===== config.mk =====
export PLATFORM = sky130hd
export DESIGN_NAME = operand_read_flat
export DESIGN_NICKNAME = d
export VERILOG_FILES = /design/src/rtl/operand_read_pkg.sv /design/src/rtl/operand_read_if.sv /design/src/rtl/operand_scoreboard.sv /design/src/rtl/operand_read.sv /design/src/flat_wrapper.sv
export SDC_FILE = /design/constraint.sdc
export NUM_CORES = 2
export LEC_CHECK = 0
export CAP_MARGIN = 30
export CORE_UTILIZATION = 48
export DETAILED_ROUTE_END_ITERATION = 7
export GPL_TIMING_DRIVEN = 0
export PLACE_DENSITY = 0.67
export SLEW_MARGIN = 15
export SYNTH_ARGS = -nofsm -noshare
export SYNTH_HDL_FRONTEND = slang
export SYNTH_SLANG_ARGS = --single-unit

===== constraint.sdc =====
create_clock -name clk_i -period 4.3 [get_ports clk_i]
set_input_delay 0.86 -clock clk_i [delete_from_list [all_inputs] [get_ports clk_i]]
set_output_delay 0.86 -clock clk_i [all_outputs]
set_load 0.01 [all_outputs]

===== src/rtl/operand_read_pkg.sv =====
// operand_read_pkg: types and sizes shared by dispatch, operand read and
// writeback.
//   NREGS         - architectural register count (reg 0 reads as zero)
//   DATA_W        - register data width
//   regbits_t     - register index
//   word_t        - register data word
//   operand_pkt_t - contents of the operand output stage
package operand_read_pkg;

    localparam int unsigned NREGS  = 32;
    localparam int unsigned DATA_W = 32;
    localparam int unsigned REG_W  = $clog2(NREGS);

    typedef logic [REG_W-1:0]  regbits_t;
    typedef logic [DATA_W-1:0] word_t;

    typedef struct packed {
        word_t    rs1_dat;
        word_t    rs2_dat;
        regbits_t rd;
        logic     rd_en;
        logic     spec;
    } operand_pkt_t;

endpackage


===== src/rtl/operand_read_if.sv =====
// operand_read_if: bundles the dispatch, writeback, branch-resolution and
// operand-output signals of the operand reader.
//   master - environment side: drives dispatch/writeback/branch/op_ready
//   slave  - operand_read side: drives disp_ready and the op_* outputs
interface operand_read_if;
    import operand_read_pkg::*;

    // Dispatch
    logic     disp_valid;
    logic     disp_ready;
    regbits_t disp_rs1;
    regbits_t disp_rs2;
    regbits_t disp_rd;
    logic     disp_rd_en;
    logic     disp_spec;

    // Writeback
    logic     wb_en;
    regbits_t wb_reg_sel;
    word_t    wb_wdat;

    // Branch resolution pulses
    logic     branch_correct;
    logic     branch_mispredict;

    // Operand output stage
    logic     op_valid;
    logic     op_ready;
    word_t    op_rs1_dat;
    word_t    op_rs2_dat;
    regbits_t op_rd;
    logic     op_rd_en;
    logic     op_spec;

    modport master (
        output disp_valid, disp_rs1, disp_rs2, disp_rd, disp_rd_en, disp_spec,
        output wb_en, wb_reg_sel, wb_wdat,
        output branch_correct, branch_mispredict,
        output op_ready,
        input  disp_ready,
        input  op_valid, op_rs1_dat, op_rs2_dat, op_rd, op_rd_en, op_spec
    );

    modport slave (
        input  disp_valid, disp_rs1, disp_rs2, disp_rd, disp_rd_en, disp_spec,
        input  wb_en, wb_reg_sel, wb_wdat,
        input  branch_correct, branch_mispredict,
        input  op_ready,
        output disp_ready,
        output op_valid, op_rs1_dat, op_rs2_dat, op_rd, op_rd_en, op_spec
    );

endinterface


===== src/rtl/operand_scoreboard.sv =====
// operand_scoreboard: pending-write scoreboard with speculation tracking.
//   clk_i, rst_i         - clock, synchronous active-high reset
//   set_en_i/idx/spec    - mark a register pending (and whether speculative)
//   clr_en_i/clr_idx_i   - writeback retires a pending register
//   commit_i             - branch resolved correctly: speculation becomes real
//   squash_i             - branch mispredicted: drop speculative pendings
//   query_idx_i          - three lookup indices (rs1, rs2, rd)
//   eff_pending_o        - pending and not being written back this cycle
module operand_scoreboard
    import operand_read_pkg::*;
(
    input  logic                clk_i,
    input  logic                rst_i,
    input  logic                set_en_i,
    input  regbits_t            set_idx_i,
    input  logic                set_spec_i,
    input  logic                clr_en_i,
    input  regbits_t            clr_idx_i,
    input  logic                commit_i,
    input  logic                squash_i,
    input  regbits_t [2:0]      query_idx_i,
    output logic     [2:0]      eff_pending_o
);

    logic [NREGS-1:0] pending_q, pending_d;
    logic [NREGS-1:0] spec_mask_q, spec_mask_d;

    always_comb begin
        pending_d   = pending_q;
        spec_mask_d = spec_mask_q;

        if (clr_en_i) begin
            pending_d[clr_idx_i]   = 1'b0;
            spec_mask_d[clr_idx_i] = 1'b0;
        end

        // Mispredict outranks a simultaneous correct-resolution pulse.
        if (squash_i) begin
            pending_d   = pending_d & ~spec_mask_q;
            spec_mask_d = '0;
        end else if (commit_i) begin
            spec_mask_d = '0;
        end

        // A new claim on the register beats a writeback retiring it.
        if (set_en_i && (set_idx_i != '0)) begin
            pending_d[set_idx_i]   = 1'b1;
            spec_mask_d[set_idx_i] = set_spec_i;
        end

        pending_d[0]   = 1'b0;
        spec_mask_d[0] = 1'b0;
    end

    always_ff @(posedge clk_i) begin
        if (rst_i) begin
            pending_q   <= '0;
            spec_mask_q <= '0;
        end else begin
            pending_q   <= pending_d;
            spec_mask_q <= spec_mask_d;
        end
    end

    // A register retiring this very cycle is forwarded, so it is not a hazard.
    always_comb begin
        for (int i = 0; i < 3; i++) begin
            eff_pending_o[i] = pending_q[query_idx_i[i]] &&
                               !(clr_en_i && (clr_idx_i == query_idx_i[i]));
        end
    end

endmodule


===== src/rtl/operand_read.sv =====
// operand_read: issue-side register-file reader.
//   clk_i - clock, all state updates on the rising edge
//   rst_i - synchronous active-high reset
//   bus   - operand_read_if.slave: dispatch in, writeback in, branch pulses
//           in, one-entry valid/ready operand output stage out
// Owns the 32x32 register file, forwards same-cycle writeback data to the
// operand reads, and stalls dispatch on RAW/WAW hazards via the scoreboard.
module operand_read
    import operand_read_pkg::*;
(
    input  logic          clk_i,
    input  logic          rst_i,
    operand_read_if.slave bus
);

    word_t        regs_q [NREGS];
    word_t        rs1_dat;
    word_t        rs2_dat;
    logic [2:0]   eff_pending;
    logic         stall;
    logic         accept;
    logic         op_valid_q, op_valid_d;
    operand_pkt_t op_pkt_q, op_pkt_d;

    // Register file; index 0 is never written so it always reads zero.
    always_ff @(posedge clk_i) begin
        if (rst_i) begin
            for (int i = 0; i < NREGS; i++) begin
                regs_q[i] <= '0;
            end
        end else if (bus.wb_en && (bus.wb_reg_sel != '0)) begin
            regs_q[bus.wb_reg_sel] <= bus.wb_wdat;
        end
    end

    // Same-cycle writeback bypass.
    always_comb begin
        if (bus.wb_en && (bus.wb_reg_sel == bus.disp_rs1) && (bus.disp_rs1 != '0)) begin
            rs1_dat = bus.wb_wdat;
        end else begin
            rs1_dat = regs_q[bus.disp_rs1];
        end
        if (bus.wb_en && (bus.wb_reg_sel == bus.disp_rs2) && (bus.disp_rs2 != '0)) begin
            rs2_dat = bus.wb_wdat;
        end else begin
            rs2_dat = regs_q[bus.disp_rs2];
        end
    end

    operand_scoreboard u_scoreboard (
        .clk_i         (clk_i),
        .rst_i         (rst_i),
        .set_en_i      (accept && bus.disp_rd_en),
        .set_idx_i     (bus.disp_rd),
        .set_spec_i    (bus.disp_spec),
        .clr_en_i      (bus.wb_en),
        .clr_idx_i     (bus.wb_reg_sel),
        .commit_i      (bus.branch_correct),
        .squash_i      (bus.branch_mispredict),
        .query_idx_i   ({bus.disp_rd, bus.disp_rs2, bus.disp_rs1}),
        .eff_pending_o (eff_pending)
    );

    assign stall = eff_pending[0] || eff_pending[1] || (bus.disp_rd_en && eff_pending[2]);

    // Dispatch is held off during branch resolution so squash never races an accept.
    assign bus.disp_ready = !stall && !bus.branch_correct && !bus.branch_mispredict &&
                            (!op_valid_q || bus.op_ready);
    assign accept = bus.disp_valid && bus.disp_ready;

    always_comb begin
        op_valid_d = op_valid_q;
        op_pkt_d   = op_pkt_q;
        if (accept) begin
            op_valid_d       = 1'b1;
            op_pkt_d.rs1_dat = rs1_dat;
            op_pkt_d.rs2_dat = rs2_dat;
            op_pkt_d.rd      = bus.disp_rd;
            op_pkt_d.rd_en   = bus.disp_rd_en;
            op_pkt_d.spec    = bus.disp_spec;
        end else if (op_valid_q && !bus.op_ready) begin
            if (bus.branch_mispredict) begin
                if (op_pkt_q.spec) begin
                    op_valid_d = 1'b0;
                end
            end else if (bus.branch_correct) begin
                op_pkt_d.spec = 1'b0;
            end
        end else begin
            op_valid_d = 1'b0;
        end
    end

    always_ff @(posedge clk_i) begin
        if (rst_i) begin
            op_valid_q <= 1'b0;
            op_pkt_q   <= '0;
        end else begin
            op_valid_q <= op_valid_d;
            op_pkt_q   <= op_pkt_d;
        end
    end

    assign bus.op_valid   = op_valid_q;
    assign bus.op_rs1_dat = op_pkt_q.rs1_dat;
    assign bus.op_rs2_dat = op_pkt_q.rs2_dat;
    assign bus.op_rd      = op_pkt_q.rd;
    assign bus.op_rd_en   = op_pkt_q.rd_en;
    assign bus.op_spec    = op_pkt_q.spec;

endmodule

===== src/flat_wrapper.sv =====
// flat-port wrapper written by rule: the top's interface ports become plain ports
module operand_read_flat import operand_read_pkg::*;
  (clk_i, rst_i, bus_disp_valid, bus_disp_rs1, bus_disp_rs2, bus_disp_rd, bus_disp_rd_en, bus_disp_spec, bus_wb_en, bus_wb_reg_sel, bus_wb_wdat, bus_branch_correct, bus_branch_mispredict, bus_op_ready, bus_disp_ready, bus_op_valid, bus_op_rs1_dat, bus_op_rs2_dat, bus_op_rd, bus_op_rd_en, bus_op_spec);
  operand_read_if bus_i ();
  input  logic clk_i;
  input  logic rst_i;
  input wire logic [$bits(bus_i.disp_valid)-1:0] bus_disp_valid;
  input wire logic [$bits(bus_i.disp_rs1)-1:0] bus_disp_rs1;
  input wire logic [$bits(bus_i.disp_rs2)-1:0] bus_disp_rs2;
  input wire logic [$bits(bus_i.disp_rd)-1:0] bus_disp_rd;
  input wire logic [$bits(bus_i.disp_rd_en)-1:0] bus_disp_rd_en;
  input wire logic [$bits(bus_i.disp_spec)-1:0] bus_disp_spec;
  input wire logic [$bits(bus_i.wb_en)-1:0] bus_wb_en;
  input wire logic [$bits(bus_i.wb_reg_sel)-1:0] bus_wb_reg_sel;
  input wire logic [$bits(bus_i.wb_wdat)-1:0] bus_wb_wdat;
  input wire logic [$bits(bus_i.branch_correct)-1:0] bus_branch_correct;
  input wire logic [$bits(bus_i.branch_mispredict)-1:0] bus_branch_mispredict;
  input wire logic [$bits(bus_i.op_ready)-1:0] bus_op_ready;
  output wire logic [$bits(bus_i.disp_ready)-1:0] bus_disp_ready;
  output wire logic [$bits(bus_i.op_valid)-1:0] bus_op_valid;
  output wire logic [$bits(bus_i.op_rs1_dat)-1:0] bus_op_rs1_dat;
  output wire logic [$bits(bus_i.op_rs2_dat)-1:0] bus_op_rs2_dat;
  output wire logic [$bits(bus_i.op_rd)-1:0] bus_op_rd;
  output wire logic [$bits(bus_i.op_rd_en)-1:0] bus_op_rd_en;
  output wire logic [$bits(bus_i.op_spec)-1:0] bus_op_spec;
  assign bus_i.disp_valid = bus_disp_valid;
  assign bus_i.disp_rs1 = bus_disp_rs1;
  assign bus_i.disp_rs2 = bus_disp_rs2;
  assign bus_i.disp_rd = bus_disp_rd;
  assign bus_i.disp_rd_en = bus_disp_rd_en;
  assign bus_i.disp_spec = bus_disp_spec;
  assign bus_i.wb_en = bus_wb_en;
  assign bus_i.wb_reg_sel = bus_wb_reg_sel;
  assign bus_i.wb_wdat = bus_wb_wdat;
  assign bus_i.branch_correct = bus_branch_correct;
  assign bus_i.branch_mispredict = bus_branch_mispredict;
  assign bus_i.op_ready = bus_op_ready;
  assign bus_disp_ready = bus_i.disp_ready;
  assign bus_op_valid = bus_i.op_valid;
  assign bus_op_rs1_dat = bus_i.op_rs1_dat;
  assign bus_op_rs2_dat = bus_i.op_rs2_dat;
  assign bus_op_rd = bus_i.op_rd;
  assign bus_op_rd_en = bus_i.op_rd_en;
  assign bus_op_spec = bus_i.op_spec;
  operand_read u_core (.clk_i(clk_i), .rst_i(rst_i), .bus(bus_i));
endmodule

After elaboration in Yosys (flattened, before gate mapping):

Memory sizes are Yosys's and may differ from the RTL's. A register that Yosys moved wholly into a read port is not among the register bits.
Cells that the tools add are included.

* flip-flop bits (word level): 72
* latch bits: 0
* bits in writable memories: 1024
* ROM bits: 0
* word-level logic and storage cells: 96
* memories: 1

Memories
* u_core.regs_q: depth 32, width 32, read ports 2, clocked after memory_dff 2, write ports 32, line operand_read.sv:16 `word_t regs_q [NREGS];`

* add/sub/neg operators: 0
* $mul: 0
* divide/modulo/power cells: 0
* order comparisons: 6
* equal/unequal tests: 6
* shifts and indexed selects: 0
* muxes and demuxes: 34
* bitwise operators: 6
* reductions and logical operators: 35

Operators with widths (number)
* 32-bit 2-to-1 mux: 8
* 32-bit bitwise AND: 3
* 32-bit NOT: 2
* 32-bit bitwise mux: 1
* 32-bit bitwise OR: 1
* 32-bit OR reduction: 1
* 5-bit by 6-bit < comparator with 1-bit output (second input constant): 4
* 1-bit 2-to-1 mux: 19
* 1-bit logical AND: 17
* 1-bit binary-select mux with 5-bit select: 3
* 5-bit == test: 3
* 1-bit demux with 5-bit select: 2
* 5-bit by 1-bit >= comparator with 1-bit output (second input constant): 2
* 5-bit nonzero test: 2
* 1-bit zero test: 8
* 5-bit 2-to-1 mux: 1
* 2-bit nonzero test: 2
* 1-bit logical OR: 3
* 3-bit by 1-bit != test with 1-bit output (second input constant): 1
* 3-bit by 2-bit != test with 1-bit output (second input constant): 1
* 3-bit AND reduction: 1
* 2-bit by 1-bit != test with 1-bit output (second input constant): 1
* 2-bit AND reduction: 1

Longest topological paths before layout:

* word-level depth: 14
* mapped depth: 11

Cells and area by module:

A second synthesis with hierarchy kept.

* cells, all modules: 4452
* area total of the unflattened synthesis: 61631.6 µm²

By module, submodules not included
* operand_read: instances 1, cells each 3956, area an instance 57750.4 µm², sequential area each 32190.9 µm²
* operand_scoreboard: instances 1, cells each 496, area an instance 3881.2 µm², sequential area each 1241.2 µm²

Least setup slack after synthesis:

No wires, ideal clock.

* path type: input port to output port
* start point: in bus_disp_rs2[0]
* end point: out bus_disp_ready
* arrival time: 2.907 ns
* data required time: 3.440 ns
* slack: 0.533 ns
* stages: 9
* buffers on the path: 3
* cell sequence: buf_2 -> buf_2 -> mux4_2 -> mux4_2 -> nand2_1 -> a31o_2 -> o211ai_2 -> inv_2 -> buf_2

* longest elaborated chain between the ends: 10

Ends and longest elaborated chain
* from (decl): line flat_wrapper.sv:9 `input wire logic [$bits(bus_i.disp_rs2)-1:0] bus_disp_rs2;`
* parallel branches: the longest is 3 deep, another holds 1-bit binary-select mux with 5-bit select
* 1-bit logical AND (*): line operand_scoreboard.sv:68 `eff_pending_o[i] = pending_q[query_idx_i[i]] &&`
* 1-bit logical OR (*) (2 in a row): line operand_read.sv:64 `assign stall = eff_pending[0] || eff_pending[1] || (bus.disp_rd_en && eff_pending[2]);`
* 1-bit zero test (*): line operand_read.sv:67 `assign bus.disp_ready = !stall && !bus.branch_correct && !bus.branch_mispredict &&`
* 1-bit logical AND (*) (3 in a row): line operand_read.sv:67
* to (decl): line flat_wrapper.sv:19 `output wire logic [$bits(bus_i.disp_ready)-1:0] bus_disp_ready;`

Mark *: on every way between the ends. The select of a mux whose other input is x is not followed.

Worst setup path after layout:

* start point: in bus_disp_rs1[2]
* end point: reg u_core.bus.op_rs1_dat[4] (netlist name)

* longest elaborated chain between the ends: 11

Ends and longest elaborated chain
* from (decl): line flat_wrapper.sv:8 `input wire logic [$bits(bus_i.disp_rs1)-1:0] bus_disp_rs1;`
* parallel branches: the longest is 11 deep, another holds 1-bit binary-select mux with 5-bit select

Several ways; the timed one is not identified. The select of a mux whose other input is x is not followed.
A chain may end at the register's enable or synchronous reset.

==> metrics.log <==
[metrics] Hold Path Class: reg2reg
[metrics] Syn-to-layout area delta: 14.39%
[metrics] clock transition at the register clock pins on the worst setup and hold paths after CTS: about 0.06 ns
[metrics] minimum setup slack in the final design: -0.3204 ns
[metrics] outcome: finished, violations left
[metrics] Data required, critical path: approximately 5.0 ns
[metrics] Initial Util: between 40 and 50%
[metrics] Die Ht: 357.5 um
[metrics] total power draw: about 28 mW
[metrics] filler cell count: 10200
[metrics] wire length of the first global-routing pass: about 330 mm
[metrics] sequential-to-total area share from yosys stat: 55.10%
[metrics] worst IR drop on VDD: about 0.52 mV
[metrics] power per unit of standard cell area: 400.5 nW/um^2
[metrics] sinks on the clock net: 1158
[metrics] largest net degree at the start of global routing: 33
[metrics] Worst Path Class, Setup: in2reg
[metrics] Routed WL per cell: 37.50 um
[metrics] cell with the most instances after synthesis: sky130_fd_sc_hd__edfxtp_1
[metrics] number of nets in the layout: ~4800
[metrics] overflow left after global routing: 0
[metrics] Fin. Hold Viols: 0
[metrics] Main synth FF type: sky130_fd_sc_hd__edfxtp_1
[metrics] Yosys warning count: 0
[metrics] Slew Limit Headroom: 21.12%
[metrics] drt initial violations: around 8400
[metrics] post-route minimum period: 4.620 ns
[metrics] number of synthesized flops with an enable pin: 1024
[metrics] site row count: 130
[metrics] post-detailed-routing wire length: 243.1 mm
[metrics] instance count of the mapped netlist: 4370
[metrics] Synth cell types: 56
[metrics] leading cell types by count after synthesis: sky130_fd_sc_hd__edfxtp_1 (1024), sky130_fd_sc_hd__and2_1 (996), sky130_fd_sc_hd__mux4_2 (527), sky130_fd_sc_hd__clkbuf_1 (344), sky130_fd_sc_hd__a22oi_1 (256)
[metrics] post-synth top area cell: sky130_fd_sc_hd__edfxtp_1
[metrics] Syn Std Cell Area: 60670 um^2
[metrics] area of the core: 125600 um^2
[metrics] IO buf count: 123
[metrics] share of final-layout standard cells stronger than drive strength 1: 19.06%
[metrics] RSZ-0062 raised after global routing: no
[metrics] final weighted congestion of routability-driven global placement: 0.9914
[metrics] endpoint class of the critical path: flop
[metrics] worst hold slack across all endpoints: roughly 0.47 ns
[metrics] area of the die: 127800 um^2
[metrics] Lkg Pwr: 23.45 nW
[metrics] number of buffers on the longest clock path: 3
[metrics] arrival time at the worst endpoint: around 5.3 ns
[metrics] number of buffers created by CTS: 130
[metrics] top cell type's share of synthesized area: a little over 50%
[metrics] detailed-route via count: ~45000
[metrics] share of flip-flops with an asynchronous set or reset: 0%
[metrics] peak fanout along the critical path: 10
[metrics] Max Transition Viols Final: 0
[metrics] number of top-level pins: approximately 130
[metrics] final setup fails: 11
[metrics] maximum clock skew at final layout: ~0.044 ns
[metrics] Post-Syn Area per Cell: 13.88 um^2
[metrics] combined global-route utilization of all metal layers: around 38%
[metrics] number of storage elements in the synthesis netlist: 1158
[metrics] failing checks: DRC, setup timing
[metrics] via count of the first global-routing pass: 42880
[metrics] Horiz. Die Dim: 357.5 um
[metrics] maximum achievable frequency: 216.4 MHz
[metrics] Worst setup SP type: input pin
[metrics] Synth area leaders: sky130_fd_sc_hd__edfxtp_1 (51%), sky130_fd_sc_hd__mux4_2 (20%), sky130_fd_sc_hd__and2_1 (10%)
[metrics] antenna violations before repair: 12
[metrics] detailed-router iteration count before antenna repair: 8
[metrics] cell chosen for the clock root: sky130_fd_sc_hd__clkbuf_16
[metrics] post-route ant nets: 0
[metrics] HPWL after detailed placement: 169.5 mm
[metrics] fin crit share: 107.5%
[metrics] Max H-tree Level: 4
[metrics] CTS tree: built
[metrics] detailed-route vias per instance: between 6 and 7
[metrics] max-cap viol count: 0
[metrics] number of buffers added to fix hold violations after cts: 0
[metrics] Worst-Margin Slew: 1.183 ns
[metrics] clock latency on the worst-skew pair: 0.81 ns
[metrics] DRC violation count after routing: 1
-- cell families after synthesis --
group,after synthesis,synth area share (%)
xor+xnor,15,0.2165
buf+inv,472,3.145
simple gates,1570,14.92
compound gates,574,6.164
flops,1158,55.10
other cells,1,0.006181
mux,580,20.45
-- stage by stage --
stage	instance area (um^2)	TNS (ns)	cells	util, %	setup WS, ns
final	69410	-1.123	6483	55.27	-0.3204
after global routing	69380	0	6474	55.26	0.0008338
after CTS	69180	0	6457	55.09	0.02647
after detailed placement	64930	-69.51	6219	51.71	-1.826
after global placement	64090	-424.23	6174	51.04	-1.814
after floorplan	60790	0	4401	-	0.5325
-- placed cells by master, fill, tap and decap left out, types with 10 or more instances in the layout --
cell type	instances
sky130_fd_sc_hd__clkdlybuf4s50_1	120
sky130_fd_sc_hd__or2_2	10
sky130_fd_sc_hd__nand2_1	141
sky130_fd_sc_hd__clkbuf_1	377
sky130_fd_sc_hd__buf_6	25
sky130_fd_sc_hd__conb_1	32
sky130_fd_sc_hd__mux2i_1	48
sky130_fd_sc_hd__buf_8	18
sky130_fd_sc_hd__buf_4	15
sky130_fd_sc_hd__a211oi_1	59
sky130_fd_sc_hd__clkinv_1	17
sky130_fd_sc_hd__o21ai_1	33
sky130_fd_sc_hd__nand2b_1	71
sky130_fd_sc_hd__o21ai_0	37
sky130_fd_sc_hd__nor2_1	109
sky130_fd_sc_hd__nand3_1	141
sky130_fd_sc_hd__dfxtp_1	134
sky130_fd_sc_hd__or2_4	19
sky130_fd_sc_hd__and2_1	996
sky130_fd_sc_hd__a22oi_1	256
sky130_fd_sc_hd__edfxtp_1	1024
sky130_fd_sc_hd__clkinv_2	15
sky130_fd_sc_hd__mux4_2	527
sky130_fd_sc_hd__buf_1	37
sky130_fd_sc_hd__nand4_1	31
sky130_fd_sc_hd__diode_2	12
sky130_fd_sc_hd__a21oi_1	168
sky130_fd_sc_hd__buf_2	69
sky130_fd_sc_hd__clkbuf_16	132
sky130_fd_sc_hd__bufinv_16	10
-- critical path, stage by stage --
cell	delay, ns
sky130_fd_sc_hd__clkdlybuf4s50_1	0.54
sky130_fd_sc_hd__clkbuf_2	0.39
sky130_fd_sc_hd__and2_1	0.20
sky130_fd_sc_hd__buf_1	0.81
sky130_fd_sc_hd__clkbuf_1	0.72
sky130_fd_sc_hd__a22oi_1	0.21
sky130_fd_sc_hd__nand2_1	0.23
sky130_fd_sc_hd__a21oi_1	0.11
sky130_fd_sc_hd__a211oi_1	0.85
sky130_fd_sc_hd__nand3_1	0.25
sky130_fd_sc_hd__o21ai_1	0.13
-- path summary, 6_finish.rpt --
kind / cells after the start / start / end / slack [ns]
setup / recovery: 11 / bus_disp_rs1[2] / u_core.bus.op_rs1_dat[4]$_SDFFE_PP0P_ / -0.32
hold / removal: 2 / u_core.bus.op_rs1_dat[13]$_SDFFE_PP0P_ / u_core.bus.op_rs1_dat[13]$_SDFFE_PP0P_ / 0.47
setup reg to reg: 9 / u_core.u_scoreboard.pending_q[14]$_SDFF_PP0_ / u_core.bus.op_rs2_dat[3]$_SDFFE_PP0P_ / 0.67
hold reg to reg: 2 / u_core.bus.op_rs1_dat[13]$_SDFFE_PP0P_ / u_core.bus.op_rs1_dat[13]$_SDFFE_PP0P_ / 0.47
-- final cells by class --
class / instances / area [um^2] / share of cell area, %
sequential: 1158 / 33430 / 48.17
antenna: 12 / 30.03 / 0.04327
clock inverter: 54 / 570.5 / 0.8220
tap: 1650 / 2064 / 2.974
clock buffer: 182 / 3571 / 5.145
inverter: 5 / 45.04 / 0.06490
multi-input combinational: 2771 / 25600 / 36.89
buffer: 466 / 1939 / 2.794
timing repair buffer: 185 / 2153 / 3.102
-- metal layers --
layer  routed length (um)  global-route usage [%]
met5                  161                  0.6296
met4                18350                   23.70
met3                36920                   14.38
met2               105800                   55.65
met1                81940                   47.00
-- power by group --
| part | internal [mW] | switching, mW | total (mW) |
|---|---|---|---|
| Sequential | 12.8 | 0.288 | 13.1 |
| Combinational | 1.33 | 2.18 | 3.52 |
| Clock | 6.37 | 4.82 | 11.2 |
| Total | 20.5 | 7.29 | 27.8 |
-- sequential cells by signal (all words and copies together) (netlist names) --
signal and count:
u_core.bus.op_rd 5, u_core.bus.op_spec 1, u_core.u_scoreboard.spec_mask_q 31, u_core.bus.op_rd_en 1, u_core.u_scoreboard.pending_q 31, u_core.bus.op_rs1_dat 32, u_core.bus.op_rs2_dat 32, u_core.bus.op_valid 1
u_core.regs_q 1024
-- timing repair --
item | CTS | global route
setup endpoints to repair | 45 | 6
hold endpoints to repair | 0 | 0
gates resized for setup | 26 | 14
buffers inserted | 3 | 0
pin swaps | 3 | 0
Note: power is estimated with default switching activity, not from simulation.
